`src/rtl/switchover_sequencer_pkg.sv`:
```
// switchover_sequencer_pkg: shared types and defaults for the
// host switchover sequencer (state and host encodings, cycle constants).
package switchover_sequencer_pkg;

    typedef enum logic [1:0] {
        S_HOST  = 2'd0,
        S_RESET = 2'd1,
        S_GUARD = 2'd2
    } state_t;

    localparam logic HOST_A = 1'b0;
    localparam logic HOST_B = 1'b1;

    localparam int DEF_DEBOUNCE_CYC = 1000;
    localparam int DEF_RESET_CYC    = 10000;
    localparam int DEF_GUARD_CYC    = 50000;
    localparam int DEF_CNT_W        = 20;

    // Health of the CPU selected by `host` out of the pair {b, a}.
    function automatic logic pick_health(
        input logic host,
        input logic health_a,
        input logic health_b
    );
        return (host == HOST_B) ? health_b : health_a;
    endfunction

endpackage

```
`src/rtl/switchover_sequencer_health.sv`:
```
// health_filter: debounces one raw heartbeat-healthy level.
// Ports: clk, rst (sync, active-high), raw_in, filt_out (resets to 1).
module health_filter
    import switchover_sequencer_pkg::*;
#(
    parameter int DEBOUNCE_CYC = DEF_DEBOUNCE_CYC,
    parameter int CNT_W        = DEF_CNT_W
) (
    input  logic clk,
    input  logic rst,
    input  logic raw_in,
    output logic filt_out
);

    logic [CNT_W-1:0] cnt_q;

    // The count is the current run length of disagreement; any
    // agreeing sample restarts it, so only an unbroken run flips.
    always_ff @(posedge clk) begin
        if (rst) begin
            filt_out <= 1'b1;
            cnt_q    <= '0;
        end else if (raw_in == filt_out) begin
            cnt_q <= '0;
        end else if (cnt_q == CNT_W'(DEBOUNCE_CYC - 1)) begin
            filt_out <= raw_in;
            cnt_q    <= '0;
        end else begin
            cnt_q <= cnt_q + CNT_W'(1);
        end
    end

endmodule

```
`src/rtl/switchover_sequencer.sv`:
```
// switchover_sequencer: sequences host handover between CPU A and B.
// Debounces health, applies auto-failover and commanded switches,
// and enforces a reset phase and a guard phase after each handover.
//
// Ports:
//   clk, rst          clock, synchronous active-high reset
//   io_a, io_b        raw heartbeat-healthy levels of CPU A / CPU B
//   force_swi         level: disables auto-failover, allows commands
//                     to an unhealthy target
//   com_swi           one-cycle command strobe
//   com_target        requested host for com_swi (0=A, 1=B)
//   switch            current host (0=A, 1=B)
//   reset_A, reset_B  active-high resets to the CPUs
//   busy              high in the reset or guard phase
//   fault             both filtered health values are 0
//   swi_event         one-cycle pulse when switch changes
//   cmd_reject        one-cycle pulse when com_swi is refused
//   swi_count         saturating handover count (SWI_COUNT_EN only)
//
// Build option: define SWI_COUNT_EN to add the swi_count output.
module switchover_sequencer
    import switchover_sequencer_pkg::*;
#(
    parameter int DEBOUNCE_CYC = DEF_DEBOUNCE_CYC,
    parameter int RESET_CYC    = DEF_RESET_CYC,
    parameter int GUARD_CYC    = DEF_GUARD_CYC,
    parameter int CNT_W        = DEF_CNT_W
) (
    input  logic       clk,
    input  logic       rst,
    input  logic       io_a,
    input  logic       io_b,
    input  logic       force_swi,
    input  logic       com_swi,
    input  logic       com_target,
    output logic       switch,
    output logic       reset_A,
    output logic       reset_B,
    output logic       busy,
    output logic       fault,
    output logic       swi_event,
    output logic       cmd_reject
`ifdef SWI_COUNT_EN
    ,
    output logic [7:0] swi_count
`endif
);

    logic filt_a;
    logic filt_b;

    health_filter #(
        .DEBOUNCE_CYC(DEBOUNCE_CYC),
        .CNT_W       (CNT_W)
    ) u_filt_a (
        .clk     (clk),
        .rst     (rst),
        .raw_in  (io_a),
        .filt_out(filt_a)
    );

    health_filter #(
        .DEBOUNCE_CYC(DEBOUNCE_CYC),
        .CNT_W       (CNT_W)
    ) u_filt_b (
        .clk     (clk),
        .rst     (rst),
        .raw_in  (io_b),
        .filt_out(filt_b)
    );

    state_t           state_q;
    state_t           state_d;
    logic [CNT_W-1:0] cnt_q;
    logic [CNT_W-1:0] cnt_d;
    logic             switch_d;
    logic             reset_a_d;
    logic             reset_b_d;
    logic             swi_event_d;
    logic             cmd_reject_d;

    logic hf;
    logic sf;
    logic cmd_diff;
    logic cmd_ok;
    logic cmd_bad;
    logic auto_fo;
    logic take;

    assign hf = pick_health(switch, filt_a, filt_b);
    assign sf = pick_health(~switch, filt_a, filt_b);

    // Decision terms for the host state; the rejected command and the
    // take condition are mutually exclusive because a reject needs sf=0.
    assign cmd_diff = com_swi & (com_target != switch);
    assign cmd_ok   = cmd_diff & (sf | force_swi);
    assign cmd_bad  = cmd_diff & ~(sf | force_swi);
    assign auto_fo  = ~force_swi & ~hf & sf;
    assign take     = cmd_ok | auto_fo;

    assign busy = (state_q != S_HOST);

    always_comb begin
        state_d      = state_q;
        cnt_d        = cnt_q;
        switch_d     = switch;
        reset_a_d    = reset_A;
        reset_b_d    = reset_B;
        swi_event_d  = 1'b0;
        cmd_reject_d = 1'b0;

        unique case (state_q)
            S_HOST: begin
                cnt_d = '0;
                unique case (1'b1)
                    cmd_bad: begin
                        cmd_reject_d = 1'b1;
                    end
                    take: begin
                        switch_d    = ~switch;
                        swi_event_d = 1'b1;
                        // An unhealthy old host is held in reset
                        // before the guard window starts.
                        if (!hf) begin
                            state_d = S_RESET;
                            if (switch == HOST_A) begin
                                reset_a_d = 1'b1;
                            end else begin
                                reset_b_d = 1'b1;
                            end
                        end else begin
                            state_d = S_GUARD;
                        end
                    end
                    default: begin
                    end
                endcase
            end
            S_RESET: begin
                cmd_reject_d = com_swi;
                if (cnt_q == CNT_W'(RESET_CYC - 1)) begin
                    state_d   = S_GUARD;
                    cnt_d     = '0;
                    reset_a_d = 1'b0;
                    reset_b_d = 1'b0;
                end else begin
                    cnt_d = cnt_q + CNT_W'(1);
                end
            end
            S_GUARD: begin
                cmd_reject_d = com_swi;
                if (cnt_q == CNT_W'(GUARD_CYC - 1)) begin
                    state_d = S_HOST;
                    cnt_d   = '0;
                end else begin
                    cnt_d = cnt_q + CNT_W'(1);
                end
            end
            default: begin
                state_d   = S_HOST;
                cnt_d     = '0;
                reset_a_d = 1'b0;
                reset_b_d = 1'b0;
            end
        endcase
    end

    always_ff @(posedge clk) begin
        if (rst) begin
            state_q    <= S_HOST;
            cnt_q      <= '0;
            switch     <= HOST_A;
            reset_A    <= 1'b0;
            reset_B    <= 1'b0;
            swi_event  <= 1'b0;
            cmd_reject <= 1'b0;
            fault      <= 1'b0;
        end else begin
            state_q    <= state_d;
            cnt_q      <= cnt_d;
            switch     <= switch_d;
            reset_A    <= reset_a_d;
            reset_B    <= reset_b_d;
            swi_event  <= swi_event_d;
            cmd_reject <= cmd_reject_d;
            fault      <= ~filt_a & ~filt_b;
        end
    end

`ifdef SWI_COUNT_EN
    // Updated alongside swi_event so both are visible on the same cycle.
    always_ff @(posedge clk) begin
        if (rst) begin
            swi_count <= 8'd0;
        end else if (swi_event_d && (swi_count != 8'hFF)) begin
            swi_count <= swi_count + 8'd1;
        end
    end
`endif

endmodule

```
`config.mk`:
```
export PLATFORM = sky130hd
export DESIGN_NAME = switchover_sequencer
export DESIGN_NICKNAME = d
export VERILOG_FILES = /design/src/rtl/switchover_sequencer_pkg.sv /design/src/rtl/switchover_sequencer_health.sv /design/src/rtl/switchover_sequencer.sv
export SDC_FILE = /design/constraint.sdc
export NUM_CORES = 1
export LEC_CHECK = 0
export CAP_MARGIN = 10
export CELL_PAD_IN_SITES_DETAIL_PLACEMENT = 1
export CELL_PAD_IN_SITES_GLOBAL_PLACEMENT = 2
export CORE_ASPECT_RATIO = 1.4
export CORE_UTILIZATION = 37
export DETAILED_ROUTE_END_ITERATION = 16
export PLACE_DENSITY = 0.82
export REMOVE_ABC_BUFFERS = 1
export SLEW_MARGIN = 25
export SYNTH_ARGS = -nofsm -noshare
export SYNTH_HDL_FRONTEND = slang
export SYNTH_SLANG_ARGS = --single-unit
```
`constraint.sdc`:
```
create_clock -name clk -period 2.8 [get_ports clk]
set_clock_uncertainty 0.15 [all_clocks]
set_input_delay 0.56 -clock clk [delete_from_list [all_inputs] [get_ports clk]]
set_output_delay 0.56 -clock clk [all_outputs]
set_load 0.01 [all_outputs]
```
==> flow_metrics.env, run 1 <==
export IMPL_status="completed"
export IMPL_setup_tns_ps=0
export IMPL_grt_overflow_total=0
export IMPL_wl_um=6830
export IMPL_grt_pass1_wl_um=11700
export IMPL_rows=39
export IMPL_grtUsageTotal_pct=17.2
export IMPL_initial_utilization_pct=38.4
export IMPL_fin_util_pct=45.4
export IMPL_fill_cells=962
export IMPL_synth_edf_count=0
export IMPL_gp_congestion=0.811
export IMPL_cp_required_ps=2090
export IMPL_synth_cells=363
export IMPL_synth_commonest_cells="nor2_1, dfxtp_1, xnor2_1, xor2_1, nand2_1"
export IMPL_peakVddDrop_mv=0.464
export IMPL_dr_pass1_iters=3
export IMPL_vias=2501
export IMPL_synth_fa_ha_area_share_pct=2.77
export IMPL_postCtsSetupBuffers=0
export IMPL_synth_cell_types=37
export IMPL_synth_xor_area_share_pct=15.2
export IMPL_critical_path_class="flop to primary output"
export IMPL_synth_seq_area_share_pct=44.3
export IMPL_cts_hold_fix_buffers=0
export IMPL_die_width_um=80.2
export IMPL_startpoint_type="flop"
export IMPL_post_route_min_period_ps=2490
export IMPL_drv_slew=0
export IMPL_vias_per_cell=5.11
export IMPL_ys_flop_type="dfxtp_1"
export IMPL_hold_viol=0
export IMPL_clk_pin_slew_ps=60
export IMPL_ant_nets=0
export IMPL_antenna_found_initial=0
export IMPL_worstSkewPairLatency_ps=330
export IMPL_cts_sinks=70
export IMPL_cts_repair_resize_count=0
export IMPL_coreArea_um2=8250
export IMPL_power_leakage_nw=1.25
export IMPL_synthArstFlopShare_pct=0
export IMPL_drive_above_1_share_pct=6.72
export IMPL_hold_path_class="flop to flop"
export IMPL_synth_top_area_share_pct=44.3
export IMPL_synth_compound_area_share_pct=5.73
export IMPL_yosysWarnings=0
export IMPL_maxCapViolations=0
export IMPL_drcViolationCount=0
export IMPL_timing_fmax_mhz=401
export IMPL_muxShareOfSynthArea_pct=0.356
export IMPL_synth_largest_area_cell="dfxtp_1"
export IMPL_slew_headroom_pct=53.5
export IMPL_numCtsBuffers=9
export IMPL_port_buffers=13
export IMPL_num_nets_final=396
export IMPL_path_max_fanout=6
export IMPL_worstMarginPinSlew_ps=692
export IMPL_setup_violations=0
export IMPL_period_share_pct=89.0
export IMPL_detailed_place_hpwl_um=4940
export IMPL_synth_area_top_cells="dfxtp_1, nor2_1, xnor2_1"
export IMPL_clockBufferDepth=2
export IMPL_cts_tree="built"
export IMPL_synthToLayoutAreaGrowth_pct=18.1
export IMPL_syn_area_um2=3170
export IMPL_die_h_um=111
export IMPL_cp_arrival_ps=1780
export IMPL_cp_end_kind="primary output"
export IMPL_htreeDepth=3
export IMPL_ios=14
export IMPL_cts_root_buf="clkbuf_16"
export IMPL_n_antenna_cell=0
export IMPL_synthSimpleGateAreaFrac_pct=28.5
export IMPL_grt_pass1_vias=2588
export IMPL_ys_seq_elements=70
export IMPL_synthMostInstantiatedCell="nor2_1"
export IMPL_avgRoutedWirePerCell_um=14.0
export IMPL_dieArea_um2=8940
export IMPL_grt_max_degree=21
export IMPL_synth_area_per_cell_um2=8.72
export IMPL_synth_top_family_by_area="simple AND/OR/NAND/NOR gates"
export IMPL_rsz0062_at_grt="false"
export IMPL_drt_iter0_drc=82
export IMPL_power_density_nw_per_um2=686
==> sequential cells by signal, indices dropped and copies added (netlist names) <==
name               count
cnt_q                 20
reset_B                1
u_filt_a.filt_out      1
state_q                2
u_filt_a.cnt_q        20
switch                 1
u_filt_b.cnt_q        20
reset_A                1
fault                  1
cmd_reject             1
swi_event              1
u_filt_b.filt_out      1
==> worst paths after layout <==
kind                       from                end  slack, ps  cells past startpoint
max reg2reg  u_filt_b.cnt_q[13]  u_filt_b.cnt_q[8]        550                      5
min           u_filt_a.cnt_q[0]  u_filt_a.cnt_q[0]        290                      1
min reg2reg   u_filt_a.cnt_q[0]  u_filt_a.cnt_q[0]        290                      1
max                  state_q[0]               busy        310                      4
==> area by class of cell <==
class | instances | area [µm²] | share of cell area (%)
Tap cell | 102 | 128 | 3.41
Timing Repair Buffer | 17 | 160 | 4.28
Clock inverter | 7 | 113 | 3.01
Inverter | 13 | 48.8 | 1.30
Multi-Input combinational cell | 271 | 1670 | 44.5
Sequential cell | 70 | 1400 | 37.5
Clock buffer | 9 | 225 | 6.02
==> cell families after synthesis <==
logic type / count (synthesis)
simple gates: 184
flops: 70
xor+xnor: 55
compound gates: 24
buf+inv: 22
fa+ha+maj: 7
mux: 1
==> per-stage QoR <==
stage | cell area (µm²) | power, W | setup WS, ps | hold WS, ps | cells
after floorplan | 3120 | 0.00121 | 92.2 | 263 | 354
after global placement | 3400 | 0.00130 | 429 | 280 | 473
after detailed placement | 3400 | 0.00130 | 413 | 287 | 473
after CTS | 3740 | 0.00261 | 273 | 300 | 489
after global routing | 3740 | 0.00268 | 179 | 336 | 489
final | 3740 | 0.00257 | 307 | 294 | 489
==> critical path, cell delays in order (launching register included) <==
cell and delay, ps:
dfxtp_1 380, inv_1 90, ha_1 250, inv_1 170
clkdlybuf4s50_1 560
==> per-layer routing <==
layer  up-vias  GRT usage (%)  share of wire [%]
met2        14           31.5                 54
met3         8           4.84                2.1
met5         -              0                  0
met1      1203           17.1                 42
met4         0           8.93                1.9
li1       1276              -                  -
==> cell usage in the layout, fill, tap and decap left out, types with 9 or more instances in the layout <==
cell,instances
inv_1,13
xor2_1,27
clkdlybuf4s50_1,13
nand3_1,15
xnor2_1,28
nor3_1,13
clkbuf_16,9
nor2_1,79
nand4_1,16
nand2_1,22
dfxtp_1,70
==> where the power goes <==
part | total (W) | internal (W) | switching, W | leakage, nW
registers | 0.00104 | 0.00102 | 0.0000213 | 0.565
clock network | 0.00128 | 0.000864 | 0.000420 | 0.165
logic | 0.000242 | 0.000109 | 0.000133 | 0.525
total | 0.00257 | 0.00199 | 0.000575 | 1.25
Note: power is estimated with default switching activity, not from simulation.
==> inputs of run 2 (changes only) <==
- CORE_ASPECT_RATIO: 1.4 -> 1.5
- GPL_TIMING_DRIVEN: default -> 0
==> run 2 against run 1 <==
Count of clock-buffer cells in the layout increased by 3. Clock power decreased by 4%. First-iteration DRC count down 29%. Critical path depth did not move. Register-to-register slack lost 340 ps. Combinational power about the same. Setup slack worse by 97 ps. Flip-flop and latch count unchanged. Sequential share of layout area is 0.23 points higher. Total power is 2.0% lower. Sequential power is essentially flat. Hold slack improved by 1.8 ps. Critical endpoint is now u_filt_b.cnt_q[19].
==> flow_metrics.env, run 2 (synthesized netlist as in run 1, its figures left out) <==
export IMPL_mostFrequentLayoutCell="nor2_1"
export IMPL_worstSkewPairLatency_ps=330
export IMPL_whs_path_depth=1
export IMPL_min_delay_start="u_filt_b.cnt_q[0]"
export IMPL_status="completed"
export IMPL_vias_per_cell=5.11
export IMPL_port_buffers=13
export IMPL_path_max_fanout=20
export IMPL_die_width_um=77.5
export IMPL_rsz0062_at_grt="false"
export IMPL_cts_repair_resize_count=0
export IMPL_antenna_found_initial=0
export IMPL_cp_end_kind="flop"
export IMPL_fill_cells=992
export IMPL_slew_headroom_pct=49.0
export IMPL_worst_r2r_path_depth=4
export IMPL_rr_startpoint="u_filt_b.cnt_q[13]"
export IMPL_cts_sinks=70
export IMPL_power_leakage_nw=1.23
export IMPL_startpoint_type="flop"
export IMPL_ant_nets=0
export IMPL_cp_arrival_ps=2620
export IMPL_power_density_nw_per_um2=676
export IMPL_wl_um=6890
export IMPL_setup_slack_ps=210
export IMPL_numCtsBuffers=9
export IMPL_clk_pin_slew_ps=50
export IMPL_vias=2505
export IMPL_worstMarginPinSlew_ps=758
export IMPL_fin_area_um2=3720
export IMPL_setup_violations=0
export IMPL_finalNonFillerCells=490
export IMPL_n_antenna_cell=0
export IMPL_dpl_worst_slack_ps=139
export IMPL_hold_viol=0
export IMPL_cts_root_buf="clkbuf_16"
export IMPL_avgRoutedWirePerCell_um=14.1
export IMPL_rows=41
export IMPL_postCtsSetupBuffers=0
export IMPL_r2r_end="u_filt_b.cnt_q[19]"
export IMPL_clockBufferDepth=2
export IMPL_maxCapViolations=0
export IMPL_layout_common_cells="nor2_1, dfxtp_1, xnor2_1"
export IMPL_coreArea_um2=8360
export IMPL_post_route_min_period_ps=2590
export IMPL_hold_end="u_filt_b.cnt_q[0]"
export IMPL_cp_required_ps=2830
export IMPL_place_area_um2=3390
export IMPL_drcViolationCount=0
export IMPL_drv_slew=0
export IMPL_initial_utilization_pct=37.9
export IMPL_dr_pass1_iters=4
export IMPL_cts_tree="built"
export IMPL_gp_congestion=0.749
export IMPL_grt_pass1_vias=2650
export IMPL_critical_path_class="flop to flop"
export IMPL_detailed_place_hpwl_um=5020
export IMPL_num_nets_final=393
export IMPL_grtUsageTotal_pct=17.3
export IMPL_ios=14
export IMPL_cts_hold_fix_buffers=0
export IMPL_hold_path_class="flop to flop"
export IMPL_synthToLayoutAreaGrowth_pct=17.4
export IMPL_grt_max_degree=21
export IMPL_die_h_um=115
export IMPL_drt_iter0_drc=58
export IMPL_drive_above_1_share_pct=5.74
export IMPL_dieArea_um2=8940
export IMPL_grt_overflow_total=0
export IMPL_timing_fmax_mhz=386
export IMPL_peakVddDrop_mv=0.315
export IMPL_htreeDepth=3
export IMPL_reg2reg_slack_ps=210
export IMPL_reg_top3="cnt_q x20, u_filt_a.cnt_q x20, u_filt_b.cnt_q x20"
export IMPL_grt_pass1_wl_um=12000
export IMPL_fin_hold_ws_ps=296
export IMPL_dp_cells=475
export IMPL_period_share_pct=92.5
run 2: changes by cell type in the layout (fill, tap and decap cells not counted), sizes merged:
cell | before | now
buf | 4 | 1
bufinv | 3 | 2
clkbuf | 9 | 12
clkinv | 3 | 0
run 2: where the power goes:
group	total [W]	leakage (nW)	switching [W]	internal [W]
combinational	0.000243	0.513	0.000136	0.000107
clock	0.00123	0.155	0.000409	0.000823
sequential	0.00104	0.565	0.0000214	0.00102
total	0.00251	1.23	0.000566	0.00195
run 2: final cells by class:
class                           count  area (µm²)  area share [%]
Sequential cell                    70        1400            37.7
Clock inverter                      3        67.6            1.82
Tap cell                          107         134            3.60
Inverter                           13        48.8            1.31
Clock buffer                       12         256            6.90
Timing Repair Buffer               14         141            3.80
Multi-Input combinational cell    271        1670            44.9
run 2: worst max-delay path by stage:
stage | start | end | slack [ps] | cells past startpoint
floorplan | cnt_q[0] | cnt_q[10] | 90 | 6
global placement | cnt_q[0] | cnt_q[12] | -880 | 6
detailed placement | u_filt_b.cnt_q[13] | u_filt_b.cnt_q[19] | 140 | 4
CTS | u_filt_b.cnt_q[13] | u_filt_b.cnt_q[19] | 120 | 4
global route | u_filt_b.cnt_q[13] | u_filt_b.cnt_q[19] | 30 | 4
finish | u_filt_b.cnt_q[13] | u_filt_b.cnt_q[19] | 210 | 4
run 2: through the flow:
stage,setup TNS [ps],util (%),total power (W)
global route,0,44.5,0.00261
CTS,0,44.5,0.00255
floorplan,0,-,0.00121
global placement,-17360,40.4,0.00129
finish,0,44.5,0.00251
detailed placement,0,40.6,0.00130
run 2: metal layers:
| metal | share of wire, % | global-route usage [%] | vias up |
|---|---|---|---|
| li1 | - | - | 1267 |
| met1 | 41 | 17.5 | 1205 |
| met2 | 54 | 32.7 | 19 |
| met3 | 1.5 | 2.86 | 14 |
| met4 | 3.1 | 10.7 | 0 |
| met5 | 0 | 0 | - |
run 2: critical path: stages, from the launching register on:
cell	delay, ps
dfxtp_1	340
or4_1	530
nor4_1	620
or3_1	650
nor2_1	140
